File: src/rtl/memory_arbiter_pkg.sv
// Shared constants for the memory arbiter: exception codes and FSM state encodings.
package memory_arbiter_pkg;

    localparam int EXCEPTION_LEN = 4;

    localparam logic [EXCEPTION_LEN-1:0] EXCEP_OK          = 4'd0;
    localparam logic [EXCEPTION_LEN-1:0] EXCEP_ENV_BREAK   = 4'd1;
    localparam logic [EXCEPTION_LEN-1:0] EXCEP_BUS_TIMEOUT = 4'd2;

    typedef enum logic [1:0] {
        ST_IDLE    = 2'd0,
        ST_BUSY_IF = 2'd1,
        ST_BUSY_EX = 2'd2,
        ST_FAULT   = 2'd3
    } arb_state_t;

endpackage

File: src/rtl/memory_arbiter_bus_watchdog.sv
// Bus watchdog: counts BUSY cycles without ready and flags the edge on which
// the count would reach TIMEOUT_CYCLES. TIMEOUT_CYCLES = 0 disables it.
module memory_arbiter_bus_watchdog #(
    parameter int TIMEOUT_CYCLES = 255
) (
    input  logic clk,
    input  logic rst,
    input  logic clear,
    input  logic busy,
    input  logic ready,
    output logic expired
);

    localparam int CW = (TIMEOUT_CYCLES > 0) ? $clog2(TIMEOUT_CYCLES + 1) : 1;
    localparam bit EN = (TIMEOUT_CYCLES > 0);

    logic [CW-1:0] count;
    logic [CW-1:0] count_inc;

    assign count_inc = count + CW'(1);

    // Ready on the same edge suppresses expiry so a late completion still wins.
    assign expired = EN && busy && !ready && (count_inc == CW'(TIMEOUT_CYCLES));

    always_ff @(posedge clk or posedge rst) begin
        if (rst) begin
            count <= '0;
        end else if (clear) begin
            count <= '0;
        end else if (EN && busy && !ready) begin
            count <= count_inc;
        end
    end

endmodule

File: src/rtl/memory_arbiter.sv
// Arbitrates the core's single memory port between instruction fetch and
// load/store, one transaction at a time, with a bus-timeout fault state.
//
// state      | meaning
// -----------+-----------------------------------------------------------
// ST_IDLE    | no transaction; grant EX over IF when both are eligible
// ST_BUSY_IF | fetch on the bus, waiting for memReady_In
// ST_BUSY_EX | load/store on the bus, waiting for memReady_In
// ST_FAULT   | watchdog expired; bus idle, exception raised until rst
module memory_arbiter
    import memory_arbiter_pkg::*;
#(
    parameter int ADDR_WIDTH     = 32,
    parameter int DATA_WIDTH     = 32,
    parameter int TIMEOUT_CYCLES = 255
) (
    input  logic                     clk,
    input  logic                     rst,
    input  logic                     ifReq_In,
    input  logic [ADDR_WIDTH-1:0]    ifAddr_In,
    output logic [DATA_WIDTH-1:0]    ifData_Out,
    output logic                     ifDone_Out,
    input  logic                     exReq_In,
    input  logic                     exWrite_In,
    input  logic [ADDR_WIDTH-1:0]    exAddr_In,
    input  logic [DATA_WIDTH-1:0]    exWData_In,
    input  logic [DATA_WIDTH/8-1:0]  exStrb_In,
    output logic [DATA_WIDTH-1:0]    exData_Out,
    output logic                     exDone_Out,
    output logic                     memValid_Out,
    output logic                     memWrite_Out,
    output logic [ADDR_WIDTH-1:0]    memAddr_Out,
    output logic [DATA_WIDTH-1:0]    memWData_Out,
    output logic [DATA_WIDTH/8-1:0]  memStrb_Out,
    input  logic                     memReady_In,
    input  logic [DATA_WIDTH-1:0]    memRData_In,
    output logic                     execLockSet_Out,
    output logic [EXCEPTION_LEN-1:0] exception_Out
);

    arb_state_t state;
    logic       if_elig;
    logic       ex_elig;
    logic       grant;
    logic       busy;
    logic       wd_expired;

    // A done pulse still high means that request was just served; do not re-grant it.
    assign if_elig = (state == ST_IDLE) && ifReq_In && !ifDone_Out;
    assign ex_elig = (state == ST_IDLE) && exReq_In && !exDone_Out;
    assign grant   = if_elig || ex_elig;
    assign busy    = (state == ST_BUSY_IF) || (state == ST_BUSY_EX);

    assign execLockSet_Out = (state != ST_IDLE) || grant;

    memory_arbiter_bus_watchdog #(
        .TIMEOUT_CYCLES(TIMEOUT_CYCLES)
    ) u_bus_watchdog (
        .clk    (clk),
        .rst    (rst),
        .clear  (grant),
        .busy   (busy),
        .ready  (memReady_In),
        .expired(wd_expired)
    );

    always_ff @(posedge clk or posedge rst) begin
        if (rst) begin
            state         <= ST_IDLE;
            memValid_Out  <= 1'b0;
            memWrite_Out  <= 1'b0;
            memAddr_Out   <= '0;
            memWData_Out  <= '0;
            memStrb_Out   <= '0;
            ifData_Out    <= '0;
            exData_Out    <= '0;
            ifDone_Out    <= 1'b0;
            exDone_Out    <= 1'b0;
            exception_Out <= EXCEP_OK;
        end else begin
            ifDone_Out <= 1'b0;
            exDone_Out <= 1'b0;
            case (state)
                ST_IDLE: begin
                    if (ex_elig) begin
                        state        <= ST_BUSY_EX;
                        memValid_Out <= 1'b1;
                        memWrite_Out <= exWrite_In;
                        memAddr_Out  <= exAddr_In;
                        memWData_Out <= exWData_In;
                        memStrb_Out  <= exWrite_In ? exStrb_In : '1;
                    end else if (if_elig) begin
                        state        <= ST_BUSY_IF;
                        memValid_Out <= 1'b1;
                        memWrite_Out <= 1'b0;
                        memAddr_Out  <= ifAddr_In;
                        memWData_Out <= '0;
                        memStrb_Out  <= '1;
                    end
                end
                ST_BUSY_IF, ST_BUSY_EX: begin
                    if (memReady_In) begin
                        state        <= ST_IDLE;
                        memValid_Out <= 1'b0;
                        if (state == ST_BUSY_IF) begin
                            ifData_Out <= memRData_In;
                            ifDone_Out <= 1'b1;
                        end else begin
                            if (!memWrite_Out) begin
                                exData_Out <= memRData_In;
                            end
                            exDone_Out <= 1'b1;
                        end
                    end else if (wd_expired) begin
                        state         <= ST_FAULT;
                        memValid_Out  <= 1'b0;
                        exception_Out <= EXCEP_BUS_TIMEOUT;
                    end
                end
                ST_FAULT: begin
                    state <= ST_FAULT;
                end
                default: begin
                    state <= ST_IDLE;
                end
            endcase
        end
    end

endmodule

File: config.mk
export PLATFORM = sky130hd
export DESIGN_NAME = memory_arbiter
export DESIGN_NICKNAME = d
export VERILOG_FILES = /design/src/rtl/memory_arbiter_pkg.sv /design/src/rtl/memory_arbiter_bus_watchdog.sv /design/src/rtl/memory_arbiter.sv
export SDC_FILE = /design/constraint.sdc
export NUM_CORES = 1
export LEC_CHECK = 0
export ABC_AREA = 1
export CAP_MARGIN = 10
export CORE_ASPECT_RATIO = 1.1
export CORE_MARGIN = 2
export CORE_UTILIZATION = 39
export CTS_BUF_LIST = sky130_fd_sc_hd__clkbuf_8
export DETAILED_ROUTE_END_ITERATION = 7
export PLACE_DENSITY = 0.82
export RECOVER_POWER = 25
export SYNTH_ARGS = -nofsm -noshare
export SYNTH_HDL_FRONTEND = slang
export SYNTH_HIERARCHICAL = 1
export SYNTH_SLANG_ARGS = --single-unit
File: constraint.sdc
create_clock -name clk -period 4.2 [get_ports clk]
set_input_delay 0.42 -clock clk [delete_from_list [all_inputs] [get_ports clk]]
set_output_delay 0.42 -clock clk [all_outputs]
set_load 0.01 [all_outputs]
# After elaboration in Yosys (flattened, before gate mapping)
# Index checks and enable logic that the tools add are counted.
# word_totals
register_bits	147
latch_bits	0
ramBits	0
mem_bits_ro	0
wordCells	73
memories	0
# op_classes
n_addsub	1
mul	0
n_div	0
order_cmp	0
n_eq_ne	6
shift	0
mux	27
n_bitwise	3
n_reduce_logical	24
# op_table
op	count
32-bit two-way mux	4
8-bit two-way mux	2
1-bit two-way mux	12
4-bit two-way mux	3
3-bit AND reduction	3
8-bit by 1-bit adder with 8-bit output (second input constant)	1
8-bit == test (second input constant)	1
2-bit two-way mux	4
2-bit nonzero test	4
1-bit logical AND	6
2-bit case mux with 3 select lines	1
2-bit == test (second input constant)	2
2-bit AND reduction	2
4-bit AND reduction	1
1-bit zero test	3
1-bit logical OR	3
3-bit by 2-bit inequality test with 1-bit output (second input constant)	1
3-bit inequality test (second input constant)	1
1-bit inverter	3
2-bit by 1-bit == test with 1-bit output (second input constant)	1
2-bit zero test	1
1-bit case mux with 2 select lines	1
2-bit OR reduction	1

# Depth between registers and ports, before layout
# Gate-level depths: netlist (run 1).
# logic_depth
ltp_word	7
mapped_depth	13

# Modules after synthesis
# The synthesis (run 1) kept the hierarchy.
# by_module_without_submodules
module	instances	cells_each	area_each_um2	seq_area_each_um2
memory_arbiter	1	694	5839.4	3478.3
memory_arbiter_bus_watchdog	1	70	513.0	200.2

# Worst setup path before layout (run 1)
# No wires, ideal clock.
# synth_timing
path_kind	register to register
startpoint	register state[0]
endpoint	register state[0]
setup_ps	119
t_arrival_ps	1655
slack_ps	2427
path_stages_with_launch	14
n_path_buf	0
path_cell_list	dfrtp_1 > inv_1 > ha_1 > inv_1 > nor2_1 > nand2_1 > nor2_1 > nand3_1 > nor2_2 > inv_1 > nand3_1 > nand2_1 > nand2_1 > nand2_1
# synth_between
elab_chain_cells	6
# synth_lines
item	line	rtl
from (decl)	memory_arbiter.sv:41	arb_state_t state;
from (signal assigned)	memory_arbiter.sv:69	state <= ST_IDLE;
from (signal assigned)	memory_arbiter.sv:86	state <= ST_BUSY_EX;
from (signal assigned)	memory_arbiter.sv:93	state <= ST_BUSY_IF;
2-bit by 1-bit == test with 1-bit output or 2-bit == test (tied branches)	memory_arbiter.sv:52	assign busy = (state == ST_BUSY_IF) || (state == ST_BUSY_EX);
1-bit logical OR *	memory_arbiter.sv:52	
via busy	memory_arbiter.sv:45	logic busy;
1-bit logical AND * (2 in a row)	memory_arbiter_bus_watchdog.sv:23	assign expired = EN && busy && !ready && (count_inc == CW'(TIMEOUT_CYCLES));
via wd_expired	memory_arbiter.sv:46	logic wd_expired;
3-bit by 2-bit inequality test with 1-bit output (no line) *	-	
2-bit AND reduction (no line) *	-	
# Mark *: on every way through the listed nets, which the timed path passes. The rest lies on a longest branch.
# A chain may end at the register's enable or synchronous reset.

# Worst setup path after layout (run 1)
# layout_timing
startpoint	register state[0]
endpoint	output port execLockSet_Out
# layout_between
elab_chain_cells	5
# layout_lines
item	line	rtl
2-bit zero test	memory_arbiter.sv:49, memory_arbiter.sv:50	
1-bit logical AND, on equally long branches (2 in a row)	memory_arbiter.sv:49, memory_arbiter.sv:50	
1-bit logical OR	memory_arbiter.sv:51	assign grant = if_elig || ex_elig;
1-bit logical OR *	memory_arbiter.sv:54	assign execLockSet_Out = (state != ST_IDLE) || grant;
to (decl)	memory_arbiter.sv:37	output logic execLockSet_Out,
# Every way passes the cells marked *; elsewhere a longest branch is shown, timed or not.

==> results of run 1 <==
power groups by stage:
stage               clock network (W)  logic [W]  registers [W]
global route                  0.00115    0.00366        0.00251
floorplan                           0    0.00129        0.00271
CTS                           0.00110    0.00337        0.00243
finish                        0.00106    0.00331        0.00243
detailed placement                  0    0.00336        0.00244
global placement                    0    0.00328        0.00242
flip-flops by register name, summed over array words and instances, names as in the netlist:
name and flops:
memWrite_Out 1, ifDone_Out 1, memWData_Out 32, exData_Out 32
exception_Out 1, memStrb_Out 4, u_bus_watchdog/count 8, memValid_Out 1
ifData_Out 32, state 2, memAddr_Out 32, exDone_Out 1
cell type report:
class                           instances  area [um2]
Inverter                               56       215.2
Fill cell                            1363        6211
Sequential cell                       147        3679
Clock inverter                         14       140.1
Clock buffer                           17       234.0
Tap cell                              200       250.2
Multi-Input combinational cell        519        2271
Timing Repair Buffer                  281        2795
final timing paths:
path | start | end | slack, ps
hold / removal | rst | u_bus_watchdog/count[4]$_DFFE_PP0P_ | 470
setup / recovery | state[0]$_DFFE_PP0P_ | execLockSet_Out | 1630
max in group asynchronous | rst | exData_Out[6]$_DFFE_PP0P_ | 1680
setup reg to reg | state[0]$_DFFE_PP0P_ | memStrb_Out[3]$_DFFE_PP0P_ | 1730
hold reg to reg | memValid_Out$_DFFE_PP0P_ | memValid_Out$_DFFE_PP0P_ | 480
min in group clk | memValid_Out$_DFFE_PP0P_ | memValid_Out$_DFFE_PP0P_ | 480
synthesized netlist by cell type:
| master | count |
|---|---|
| sky130_fd_sc_hd__nand2_1 | 327 |
| sky130_fd_sc_hd__dfrtp_1 | 147 |
| sky130_fd_sc_hd__nand3_1 | 76 |
| sky130_fd_sc_hd__o21ai_0 | 61 |
| sky130_fd_sc_hd__inv_1 | 55 |
| sky130_fd_sc_hd__buf_2 | 17 |
| sky130_fd_sc_hd__nor2_1 | 17 |
| sky130_fd_sc_hd__clkbuf_1 | 15 |
| sky130_fd_sc_hd__o21ai_1 | 13 |
| sky130_fd_sc_hd__buf_4 | 7 |
| sky130_fd_sc_hd__ha_1 | 6 |
| sky130_fd_sc_hd__buf_1 | 4 |
| sky130_fd_sc_hd__nor2_2 | 4 |
| sky130_fd_sc_hd__nand2_2 | 3 |
| sky130_fd_sc_hd__nand3_2 | 3 |
| sky130_fd_sc_hd__o21bai_1 | 2 |
| sky130_fd_sc_hd__xor2_1 | 2 |
| sky130_fd_sc_hd__buf_6 | 1 |
| sky130_fd_sc_hd__clkinv_1 | 1 |
| sky130_fd_sc_hd__conb_1 | 1 |
| sky130_fd_sc_hd__nand3b_1 | 1 |
| sky130_fd_sc_hd__xnor2_1 | 1 |
kinds of logic (layout without fill, tap and decap cells):
logic type,count (synthesis),count (layout),share of synthesized area
compound gates,76,76,0.06066
xor+xnor,3,3,0.004137
fa+ha+maj,6,6,0.01182
buf+inv,100,368,0.06775
flops,147,147,0.5791
other cells,1,3,0.0005903
simple gates,431,431,0.2760
per-layer routing:
layer  vias up  global-route usage
met5         -                   0
met4         2             0.07037
met3        21             0.09182
met2       231              0.3556
met1      2765              0.2449
li1       2895                   -
critical path: cells and delay by family, from the launching register on:
kind / cells / cell delay, ps
adders and majority gates: 1 / 320
DFF: 1 / 420
buffers and inverters: 2 / 670
and+or+nand+nor: 2 / 290
per-stage QoR:
stage | cells | hold slack [ps] | total power [W] | setup WS (ps) | util
CTS | 1234 | 335.3 | 0.006904 | 1577 | 0.6079
floorplan | 766 | 235.7 | 0.003999 | 55.48 | -
finish | 1234 | 469.4 | 0.006804 | 1634 | 0.6068
global route | 1234 | 488.6 | 0.007326 | 1229 | 0.6068
global placement | 1203 | 458.8 | 0.005698 | 1620 | 0.5842
detailed placement | 1203 | 468.6 | 0.005801 | 1566 | 0.5842
==> results by stage, run 1 <==
Status:
- The run finished, with violations left.
- The checks that failed: max-capacitance violations, max-slew violations.

Timing:
- The highest clock frequency the design can meet is 0.3897 GHz.
- Clock skew on the completed layout was measured at about 11 ps.
- The max-slew violation total from the final report came to 64.
- The headroom to the max-slew limit is -0.02542.
- The slew at the pin with the worst max-slew slack is around 1500 ps.
- The post-route setup TNS is 0 ps.
- In the finished design, the share of the clock period the worst path needs comes to 0.6110.
- Setup violations remaining at the end of the flow were counted as 0.
- The total count of hold-check failures in the final report is 0.
- Setup repair after global routing left no endpoint under its margin.
- The time the final worst path needs with I/O delays and setup is approximately 2600 ps.

Clock tree:
- For this design, the sink count on the clock tree is around 150.
- TritonCTS built the clock tree.
- The number of cells upsized or downsized after cts is 0.
- Clock tree synthesis inserted a total of 17 buffers.
- For this design, the CTS-stage hold fixing added 0 buffers.
- The later pin in the worst-skew pair is clocked with a latency of approximately 450 ps.
- Clock-pin slew was measured on the worst setup and hold paths at around 80 ps.
- The count of H-tree levels built during CTS is 4.
- The root buffer cell is sky130_fd_sc_hd__clkbuf_8.
- The number of buffers on the longest clock path is 2.
- The number of post-CTS setup repair buffers is 0.

Cells and area:
- The fraction of layout cells with a size suffix above 1 is 0.04739.
- The final design instance area without fill is 0.009584 mm2.
- The area growth from synthesis to layout is 50.88%.
- The post-layout net count is 1166.
- The most common library cell in the layout ignoring fill and taps is sky130_fd_sc_hd__nand2_1.
- The number of antenna diodes in the final layout is 0.
- In the layout the commonest cells are 326 x sky130_fd_sc_hd__nand2_1, 274 x sky130_fd_sc_hd__clkdlybuf4s50_1, 147 x sky130_fd_sc_hd__dfrtp_1.

Placed design:
- The HPWL reported at the end of detailed placement is roughly 13000 um.
- Input and output buffers added on the ports amount to ~280.
- In this run the cell area measured after placement is 0.009228 mm2.
- The congestion estimate from routability-driven global placement came to 0.8011.

Yosys:
- The synthesized netlist contains 22 unique library cells.
- The number of warning messages in the yosys log is 6.
- The share of the Yosys chip area taken by registers is 0.5791.
- The mean instance size in the synthesized netlist is approximately 8.3 um2.
- In the post-synthesis netlist, the biggest area contributors are sky130_fd_sc_hd__dfrtp_1 58%, sky130_fd_sc_hd__nand2_1 19%, sky130_fd_sc_hd__nand3_1 6.0%.
- After synthesis the netlist holds a flip-flop and latch count of roughly 150.
- The synthesized design spends more area on one cell type than any other, namely sky130_fd_sc_hd__dfrtp_1.
- Of the post-synthesis cell area, the dominant cell type holds 0.5791.
- The number of instances in the synthesized netlist is about 760.
- The mapped netlist covers 0.006352 mm2.

Floorplan:
- In this run the count of I/O pins placed on the die edge is 279.
- The initial utilization of the core area, before any placement, comes to 0.4022.
- The initialized floorplan defines 48 standard-cell rows.
- The full die area is 0.01733 mm2.
- The core region is approximately 0.016 mm2.
- The floorplan step set the die width to 125.7 um.
- The vertical die dimension is 137.9 um.

Worst setup path:
- The worst path required time is roughly 3800 ps.
- The launching element type of the critical path is a flip-flop.
- Traced cell by cell, the critical path runs through inv_1 -> ha_1 -> nand3_2 -> nand3_1 -> clkdlybuf4s50_1.
- The critical path arrival is around 2200 ps.
- In this run the worst path has a maximum fanout of 5.
- The cell with the biggest individual delay on the critical path is sky130_fd_sc_hd__clkdlybuf4s50_1.
- The stage delay of the slowest cell on the critical path is between 500 and 600 ps.
- The number of cells on the worst reg-to-reg path is 7.
- STA classifies the critical path endpoint as a primary output.
- The worst setup path is of the reg2out kind.

Pwr:
- The internal portion of the total power is between 0.004 and 0.005 W.
- The maximum resistive drop on vdd is between 300 and 400 uV.
- Of the total power, the clock network draws 0.156.
- The standby leakage power is between 4 and 5 nW.
- Dividing total power by cell area gives a power density of roughly 710 mW/mm2.
- The switching portion of total power is 0.3805.
- Summed over all nets, the switching power comes to around 0.0026 W.
- The share of total power dissipated in sequential elements is 0.357.
- The combinational fraction of design power is 0.487.

Global route:
- The largest net degree at the start of global routing is 99.
- The first global-routing pass estimated a little under 30000 um of wire.
- The via count of the first global-routing pass is just under 6000.
- The aggregate global-route resource usage is 0.2117.
- The initial antenna violation count is 1.
- After global routing the overflow that remains totals 0.

Routing:
- The number of design rule violations left after detail routing is 0.
- The post-detailed-routing wire length is roughly 18000 um.
- The routed design uses around 8700 um of met2 wire.
- The number of detailed-routing iterations run before antenna repair is 4.
- The per-cell routed wire length is about 15 um.
- The average vias per placed instance is approximately 4.8.
- The met3 wirelength from detailed routing is a little over 2000 um.
- After the first detailed-routing iteration, the DRC count stood at about 290.
- In the final routing, the length of wire on met1 measures between 7000 and 8000 um.
- The top layer used by detailed routing is met5.
- Once detail routing completed, the nets flagged for antenna violations numbered 0.
- The vias after detailed routing is around 5900.

Job:
- The number of max-cap violations is 1.

Min path:
- The kind of path behind the tightest hold check is in2async.
Note: power is estimated with default switching activity, not from simulation.
==> inputs of run 2 (changes only) <==
--- a/config.mk
+++ b/config.mk
@@ -9,10 +9,10 @@
 export CAP_MARGIN = 10
 export CORE_ASPECT_RATIO = 1.1
 export CORE_MARGIN = 2
-export CORE_UTILIZATION = 39
+export CORE_UTILIZATION = 40
 export CTS_BUF_LIST = sky130_fd_sc_hd__clkbuf_8
 export DETAILED_ROUTE_END_ITERATION = 7
-export PLACE_DENSITY = 0.82
+export PLACE_DENSITY = 0.81
 export RECOVER_POWER = 25
 export SYNTH_ARGS = -nofsm -noshare
 export SYNTH_HDL_FRONTEND = slang
==> constraint.sdc (replaced) <==
create_clock -name clk -period 2.5 [get_ports clk]
set_input_delay 0.25 -clock clk [delete_from_list [all_inputs] [get_ports clk]]
set_output_delay 0.25 -clock clk [all_outputs]
set_load 0.01 [all_outputs]
==> run 2 against run 1 <==
The run still ends with max-capacitance violations, max-slew violations left. Largest cell class unchanged. Global-route usage increased by 0.23 points. Hold slack got worse by 230 ps. Register-to-register slack got worse by 1300 ps. Cell area increased by 0.97%. Critical path depth unchanged. Highest routed layer unchanged. Clock-buffer cell count unchanged. Via count increased by 0.37%. Utilization increased by 1.3 points. Clock power increased by 75%. Largest power group unchanged. Flip-flop and latch count unchanged. Sequential power increased by 68%.
==> results by stage, run 2 (synthesis results as in run 1) <==
Status:
- The flow ran to the end, but the final reports show violations.
- The final reports fail on max-capacitance violations, max-slew violations.

Worst setup path:
- The setup slack on the worst flop-to-flop path is between 400 and 500 ps.
- The number of cells on the worst reg-to-reg path is 13.
- The critical path is of the reg2out type.
- Of all nets on the critical path, the largest fanout is 5.
- The capturing element type of the critical path is a primary output.
- The startpoint identified for the worst register-to-register timing path is state[0]$_DFFE_PP0P_.
- Data arrives at the worst endpoint at 2100 ps.
- The launching element type of the critical path is a flip-flop.
- The critical register-to-register path endpoint is state[0]$_DFFE_PP0P_.
- STA puts the critical path data required time at 2250 ps.

Timing:
- Setup repair after global routing left no endpoint under its margin.
- Static timing analysis puts the maximum clock frequency at 0.4250 GHz.
- Of the available clock period, the critical path in the final layout requires 0.9411.
- The slew at the pin with the worst max-slew slack is around 1700 ps.
- The total count of hold-check failures in the final report is 0.
- The time the final worst path needs with I/O delays and setup is 2353 ps.
- The max-slew violation total from the final report is 31.
- Setup violations remaining at the end of the flow were counted as 0.
- Headroom to the max-slew limit came out at -0.1070.
- On the final layout, the worst clock skew is 14.38 ps.
- The post-route setup TNS is 0 ps.
- The post-layout worst setup margin is 147.2 ps.

Pwr:
- The switching portion of total power is 0.3794.
- The internal portion of the total power is a little over 0.007 W.
- Of the total power, registers draw 0.354.
- The design draws 0.01154 W.
- The combinational fraction of design power is 0.486.
- For this design the ratio of total power to cell area is 1192 mW/mm2.
- The share of total power dissipated in the clock network is 0.160.
- In this run the power spent charging and discharging nets is around 0.0044 W.
- The standby leakage power is ~4.7 nW.
- The maximum resistive drop on vdd is roughly 670 uV.

Clock tree:
- No sink is reached through more buffers than the 2 on the longest clock path.
- The clock sink total is around 150.
- For the worst-skew pair, the clock arrives at the later sink with an insertion delay of around 440 ps.
- The root buffer cell is sky130_fd_sc_hd__clkbuf_8.
- TritonCTS built the clock tree.
- Post-CTS repair changed the size of 0 cells.
- Clock-pin slew was measured on the worst setup and hold paths at around 80 ps.
- Buffers added to address setup during post-CTS repair amount to 0.
- The H-tree was split into 4 levels.
- The number of hold buffers added after CTS was 0.
- In this run, CTS created clock tree buffers numbering 17.

Cells and area:
- The number of fill cells is around 1300.
- The area added between synthesis and finish is 52.33%.
- The number of antenna diodes in the final layout is 0.
- The net count of the finished layout is 1172.
- Leaving out fill and tap cells, the most frequent cells in the layout are 326 x sky130_fd_sc_hd__nand2_1, 274 x sky130_fd_sc_hd__clkdlybuf4s50_1, 147 x sky130_fd_sc_hd__dfrtp_1.
- The fraction of layout cells with a size suffix above 1 is 0.05187.
- After the flow finishes, the layout carries non-filler instances totaling ~1200.
- The most common library cell in the layout ignoring fill and taps is sky130_fd_sc_hd__nand2_1.

Global route:
- Across every metal layer, demand over resource in global routing totals 0.2139.
- The first global-routing pass estimated approximately 28000 um of wire.
- The global routing usage on met3 is 0.09480.
- The routing usage on met1 is 0.2606.
- The via count of the first global-routing pass is between 5000 and 6000.
- The highest-utilization routing layer at the global route stage is met2.
- The largest net degree at the start of global routing is 99.
- The met2 capacity usage during global routing is 0.3345.
- The leftover overflow at the end of global routing is 0.
- The initial antenna violation count is 1.

Routing:
- The vias after detailed routing is a little under 6000.
- The per-cell routed wire length is 14.84 um.
- The post-detailed-routing wire length is roughly 18000 um.
- The count of nets left with antenna violations once routing finished came out at 0.
- The first routing iteration left 335 violations.
- The number of design rule violations left after detail routing is 0.
- The number of detailed-routing iterations run before antenna repair is 6.
- In the routed layout, each cell is associated on average with a via count of 4.783.

Placed design:
- The routability-driven placement congestion ratio is about 0.85.
- In this run the tool buffered the top-level ports with 275 buffer cells.
- The worst setup slack after placement is 477.2 ps.
- Summed over all nets, the half-perimeter wirelength after detailed placement is approximately 13000 um.
- In this run, placement finished with an instance count of about 1200.

Job:
- Across the run, the number of max-cap violations was 1.

Floorplan:
- The total I/O pin count is around 280.
- The core region is 0.01562 mm2.
- In this run the vertical extent of the chip is roughly 140 um.
- The floorplan step defined a die boundary enclosing ~0.017 mm2.
- From left edge to right edge, the die measures 124.2 um.
- The initial utilization of the core area, before any placement, comes to 0.4068.
- The number of rows in the core area is 48.

Min path:
- The worst hold path belongs to the class in2async.
[run 2: worst max-delay path by stage]
stage | to | cells past startpoint | startpoint
3_3_place_gp | memAddr_Out[28]$_DFFE_PP0P_ | 8 | exReq_In
2_1_floorplan | exData_Out[0]$_DFFE_PP0P_ | 1 | rst
3_5_place_dp | state[0]$_DFFE_PP0P_ | 13 | state[0]$_DFFE_PP0P_
5_1_grt | execLockSet_Out | 5 | state[1]$_DFFE_PP0P_
6_report | execLockSet_Out | 5 | state[0]$_DFFE_PP0P_
4_1_cts | execLockSet_Out | 5 | state[0]$_DFFE_PP0P_
[run 2: critical path, cell delays in order, from the launching register on]
cell and delay, ps:
sky130_fd_sc_hd__dfrtp_1 420, sky130_fd_sc_hd__inv_1 100, sky130_fd_sc_hd__ha_1 290, sky130_fd_sc_hd__nand3_2 130, sky130_fd_sc_hd__nand3_1 170, sky130_fd_sc_hd__clkdlybuf4s50_1 560
[run 2: metal layers]
metal  vias up  wire, um
met5         -        13
met4         2       390
met3        29      2284
met2       283      8510
met1      2724      7213
li1       2898         -
[run 2: layout make-up]
cell class              instances  area (um2)  area share
multi-input cells             519        2273      0.2349
flip-flops and latches        147        3679      0.3801
inverters                      56       211.5     0.02185
clock buffers                  17       234.0     0.02418
clock inverters                15       156.4     0.01616
well taps                     200       250.2     0.02586
repair buffers                287        2873      0.2969
[run 2: power by group through the flow]
stage	sequential, W	combinational (W)	clock, W
6_report	0.00409	0.00560	0.00185
5_1_grt	0.00422	0.00617	0.00200
4_1_cts	0.00410	0.00569	0.00191
3_5_place_dp	0.00411	0.00567	0
3_3_place_gp	0.00409	0.00555	0
2_1_floorplan	0.00455	0.00217	0
[run 2: per-stage QoR]
stage	hold slack [ps]	instance area, um2	util
3_5_place_dp	464.7	9309	0.5962
4_1_cts	122.2	9699	0.6212
3_3_place_gp	457.4	9309	0.5962
5_1_grt	227.2	9677	0.6197
2_1_floorplan	65.66	6364	-
6_report	235.9	9677	0.6197
==> inputs of run 3 (changes only) <==
--- a/config.mk
+++ b/config.mk
@@ -7,12 +7,15 @@
 export LEC_CHECK = 0
 export ABC_AREA = 1
 export CAP_MARGIN = 10
+export CELL_PAD_IN_SITES_DETAIL_PLACEMENT = 1
+export CELL_PAD_IN_SITES_GLOBAL_PLACEMENT = 1
 export CORE_ASPECT_RATIO = 1.1
 export CORE_MARGIN = 2
-export CORE_UTILIZATION = 40
+export CORE_UTILIZATION = 31
 export CTS_BUF_LIST = sky130_fd_sc_hd__clkbuf_8
 export DETAILED_ROUTE_END_ITERATION = 7
-export PLACE_DENSITY = 0.81
+export HOLD_SLACK_MARGIN = 0.15
+export PLACE_DENSITY = 0.87
 export RECOVER_POWER = 25
 export SYNTH_ARGS = -nofsm -noshare
 export SYNTH_HDL_FRONTEND = slang
==> run 3 against run 2 <==
The run now ends clean. Global-route usage fell by 2.0 points. Cell area rose by 1.3%. Clock power rose by 16%. Critical path type unchanged. Non-clock buffer count fell by 4. Cell count rose by 3.9%.
==> results by stage, run 3 (synthesis results as in run 1) <==
Clock tree:
- Clock tree synthesis found a total of roughly 150 sinks.
- The count of H-tree levels built during CTS is 4.
- The root buffer cell is sky130_fd_sc_hd__clkbuf_8.
- The number of cells upsized or downsized after cts is 0.
- The register clock-pin slew on the reported worst setup and hold paths is ~80 ps.
- TritonCTS built the clock tree.
- For this design, the CTS-stage hold fixing added 0 buffers.
- The clock network latency to the later pin of the worst-skew pair is 450 ps.
- The number of buffers on the longest clock path is 2.
- Post-CTS timing repair inserted 0 buffers for setup.
- The number of CTS-inserted buffers is 17.

Worst setup path:
- The worst path required time is between 2000 and 2500 ps.
- The capturing element type of the critical path is a primary output.
- The stage delay of the slowest cell on the critical path is about 540 ps.
- The family of cells with the greatest summed delay on the critical path is buffers and inverters.
- The cell with the biggest individual delay on the critical path is sky130_fd_sc_hd__clkdlybuf4s50_1.
- The start point of the critical path is state[1]$_DFFE_PP0P_.
- By instance count, the cell type seen most on the critical path is sky130_fd_sc_hd__nand3_2.
- The signal on the critical path passes through inv_1 -> ha_2 -> nand3_2 -> nand3_2 -> clkdlybuf4s50_1.
- The critical path is of the reg2out type.
- The worst-path maximum fanout is 5.
- STA classifies the critical path startpoint as a flip-flop.
- The reg-to-reg critical path startpoint is state[0]$_DFFE_PP0P_.
- The buffer and inverter count on the worst path is 2.
- The critical path arrival is ~2000 ps.

Timing:
- The total count of hold-check failures in the final report is 0.
- The worst clock skew is approximately 15 ps.
- The count of endpoints failing setup in the final report is 0.
- The max-slew violation total from the final report came to 0.
- Final hold analysis gives a worst-case slack of 266.6 ps.
- Setup total negative slack on the finished layout was measured at 0 ps.
- The highest clock frequency the design can meet is between 0.4 and 0.5 GHz.
- In this run the tightest slew margin relative to its limit is 0.07542.
- The time the final worst path needs with I/O delays and setup is around 2300 ps.
- Dividing the final minimum period by the clock period gives 0.9257.
- Setup repair after global routing left no endpoint under its margin.
- At the pin with the least slew margin, the transition time is between 1000 and 1500 ps.

Global route:
- Summed over all layers, the global routing overflow is 0.
- The largest net degree at the start of global routing is 99.
- The via count of the first global-routing pass is 6409.
- The aggregate global-route resource usage is 0.1941.
- The initial antenna violation count is 0.
- The wire length of the first global-routing pass is 33290 um.

Floorplan:
- The full die area is around 0.022 mm2.
- The core box area is about 0.02 mm2.
- The vertical die dimension is ~150 um.
- The total I/O pin count is roughly 280.
- The starting density of the core is 0.3176.
- The die is 140.5 um wide.
- The number of rows in the core area is 54.

Pwr:
- Of the total power, registers draw 0.341.
- The internal power summed over all cells is between 0.007 and 0.008 W.
- The analysis attributes to cell leakage a power of 4.724 nW.
- Dividing total power by cell area gives a power density of 1224 mW/mm2.
- The fraction of power consumed by the clock network is 0.179.
- VDD sags by at most 471.9 uV.
- The net switching power is 0.004564 W.
- The switching portion of total power is 0.3804.
- Of the total power, combinational logic draws 0.480.

Job:
- The number of max-cap violations is 0.

Routing:
- The final route contains between 6000 and 7000 vias.
- After detailed routing, the average wire length per cell comes to ~16 um.
- The detailed route wirelength on metal2 is roughly 9900 um.
- The detailed-route wire length on metal 1 is around 8400 um.
- The number of design rule violations left after detail routing is 0.
- For this block, the routed nets add up to about 21000 um of wire.
- Once detail routing completed, the nets flagged for antenna violations numbered 0.
- Dividing the detail-routed via count by the number of cells gives between 4 and 5.
- The highest layer touched by signal routing is met4.
- Before antenna repair, the detailed router went through 4 iterations.
- Detailed routing placed a total of about 2200 um of wire on met3.
- In this run, the number of DRC markers left after iteration 0 of detailed routing was between 200 and 300.

Cells and area:
- The library cell used most frequently in the layout, excluding fill and tap cells, is sky130_fd_sc_hd__nand2_1.
- At the end of the flow, the number of nets in the layout was between 1000 and 1500.
- The area added between synthesis and finish is 54.34%.
- The final core utilization is 0.4902.
- The fraction of layout cells with a size suffix above 1 is 0.05304.
- After filler insertion, the fill cell instance count of the layout stands at about 2300.
- The library cells used most frequently in the layout, excluding fill and tap cells, are 326 x sky130_fd_sc_hd__nand2_1, 274 x sky130_fd_sc_hd__clkdlybuf4s50_1, 147 x sky130_fd_sc_hd__dfrtp_1.
- The final antenna diode count is 0.

Status:
- The run finished with clean final reports.

Placed design:
- The wire-length estimate of the detail-placed layout is about 15000 um.
- Routability-driven placement finished with a final weighted congestion of a little under 0.8.
- The number of I/O port buffers is between 200 and 300.

Min path:
- The tightest min-delay check is of the in2async type.
## run 3: cell types whose count changed in the layout (fill, tap and decap cells not counted), sizes merged
cell,delta
clkinvlp,-1
clkbuf,+1
buf,-3
clkinv,-2
bufinv,+2
inv,-1
## run 3: per-layer routing
metal	up-vias	GRT usage
met5	-	0
met1	2902	0.2248
met3	18	0.09467
met2	215	0.3228
met4	0	0.05048
li1	2895	-
## run 3: worst reg2reg max path: stages (launching register included)
cell	delay [ps]
sky130_fd_sc_hd__dfrtp_1	410
sky130_fd_sc_hd__inv_1	90
sky130_fd_sc_hd__ha_2	380
sky130_fd_sc_hd__inv_1	50
sky130_fd_sc_hd__nor2_1	160
sky130_fd_sc_hd__nand2_1	70
sky130_fd_sc_hd__nor2_1	110
sky130_fd_sc_hd__nand3_1	100
sky130_fd_sc_hd__nor2_2	110
sky130_fd_sc_hd__inv_1	60
sky130_fd_sc_hd__nand3_1	180
sky130_fd_sc_hd__nand2_1	100
sky130_fd_sc_hd__nand2_1	70
sky130_fd_sc_hd__nand2_1	50
## run 3: final timing paths
check                                                           end  slack, ps  depth (start not counted)
worst max-delay path                                execLockSet_Out        190                          5
worst min-delay path            u_bus_watchdog/count[3]$_DFFE_PP0P_        270                          2
worst max register to register                 state[0]$_DFFE_PP0P_        450                         13
worst min register to register           exData_Out[28]$_DFFE_PP0P_        490                          2
max in group asynchronous              memWData_Out[21]$_DFFE_PP0P_        460                          3
min in group clk                       memWData_Out[11]$_DFFE_PP0P_        340                          3
## run 3: layout make-up
| cell class | count | area [um2] | share of cell area |
|---|---|---|---|
| multi-input combinational | 519 | 2281 | 0.2326 |
| timing repair buffer | 283 | 2860 | 0.2917 |
| clock buffer | 19 | 261.5 | 0.02667 |
| inverter | 56 | 211.5 | 0.02157 |
| sequential | 147 | 3679 | 0.3752 |
| clock inverter | 13 | 196.4 | 0.02004 |
| tap | 252 | 315.3 | 0.03216 |
## run 3: stage by stage
step | power [W] | cell area (um2) | setup WS, ps | instances
after floorplan | 0.006718 | 6364 | 514.9 | 766
after global placement | 0.009718 | 9369 | 575.8 | 1257
after detailed placement | 0.009957 | 9369 | 445.5 | 1257
after CTS | 0.01218 | 9827 | 7.085 | 1289
after global routing | 0.01292 | 9804 | 47.75 | 1289
final | 0.01200 | 9804 | 185.8 | 1289
## run 3: power by group through the flow
| stage | combinational, W | clock, W | sequential, W |
|---|---|---|---|
| after floorplan | 0.00217 | 0 | 0.00455 |
| after global placement | 0.00566 | 0 | 0.00406 |
| after detailed placement | 0.00583 | 0 | 0.00413 |
| after CTS | 0.00585 | 0.00222 | 0.00410 |
| after global routing | 0.00635 | 0.00233 | 0.00424 |
| final | 0.00576 | 0.00215 | 0.00409 |
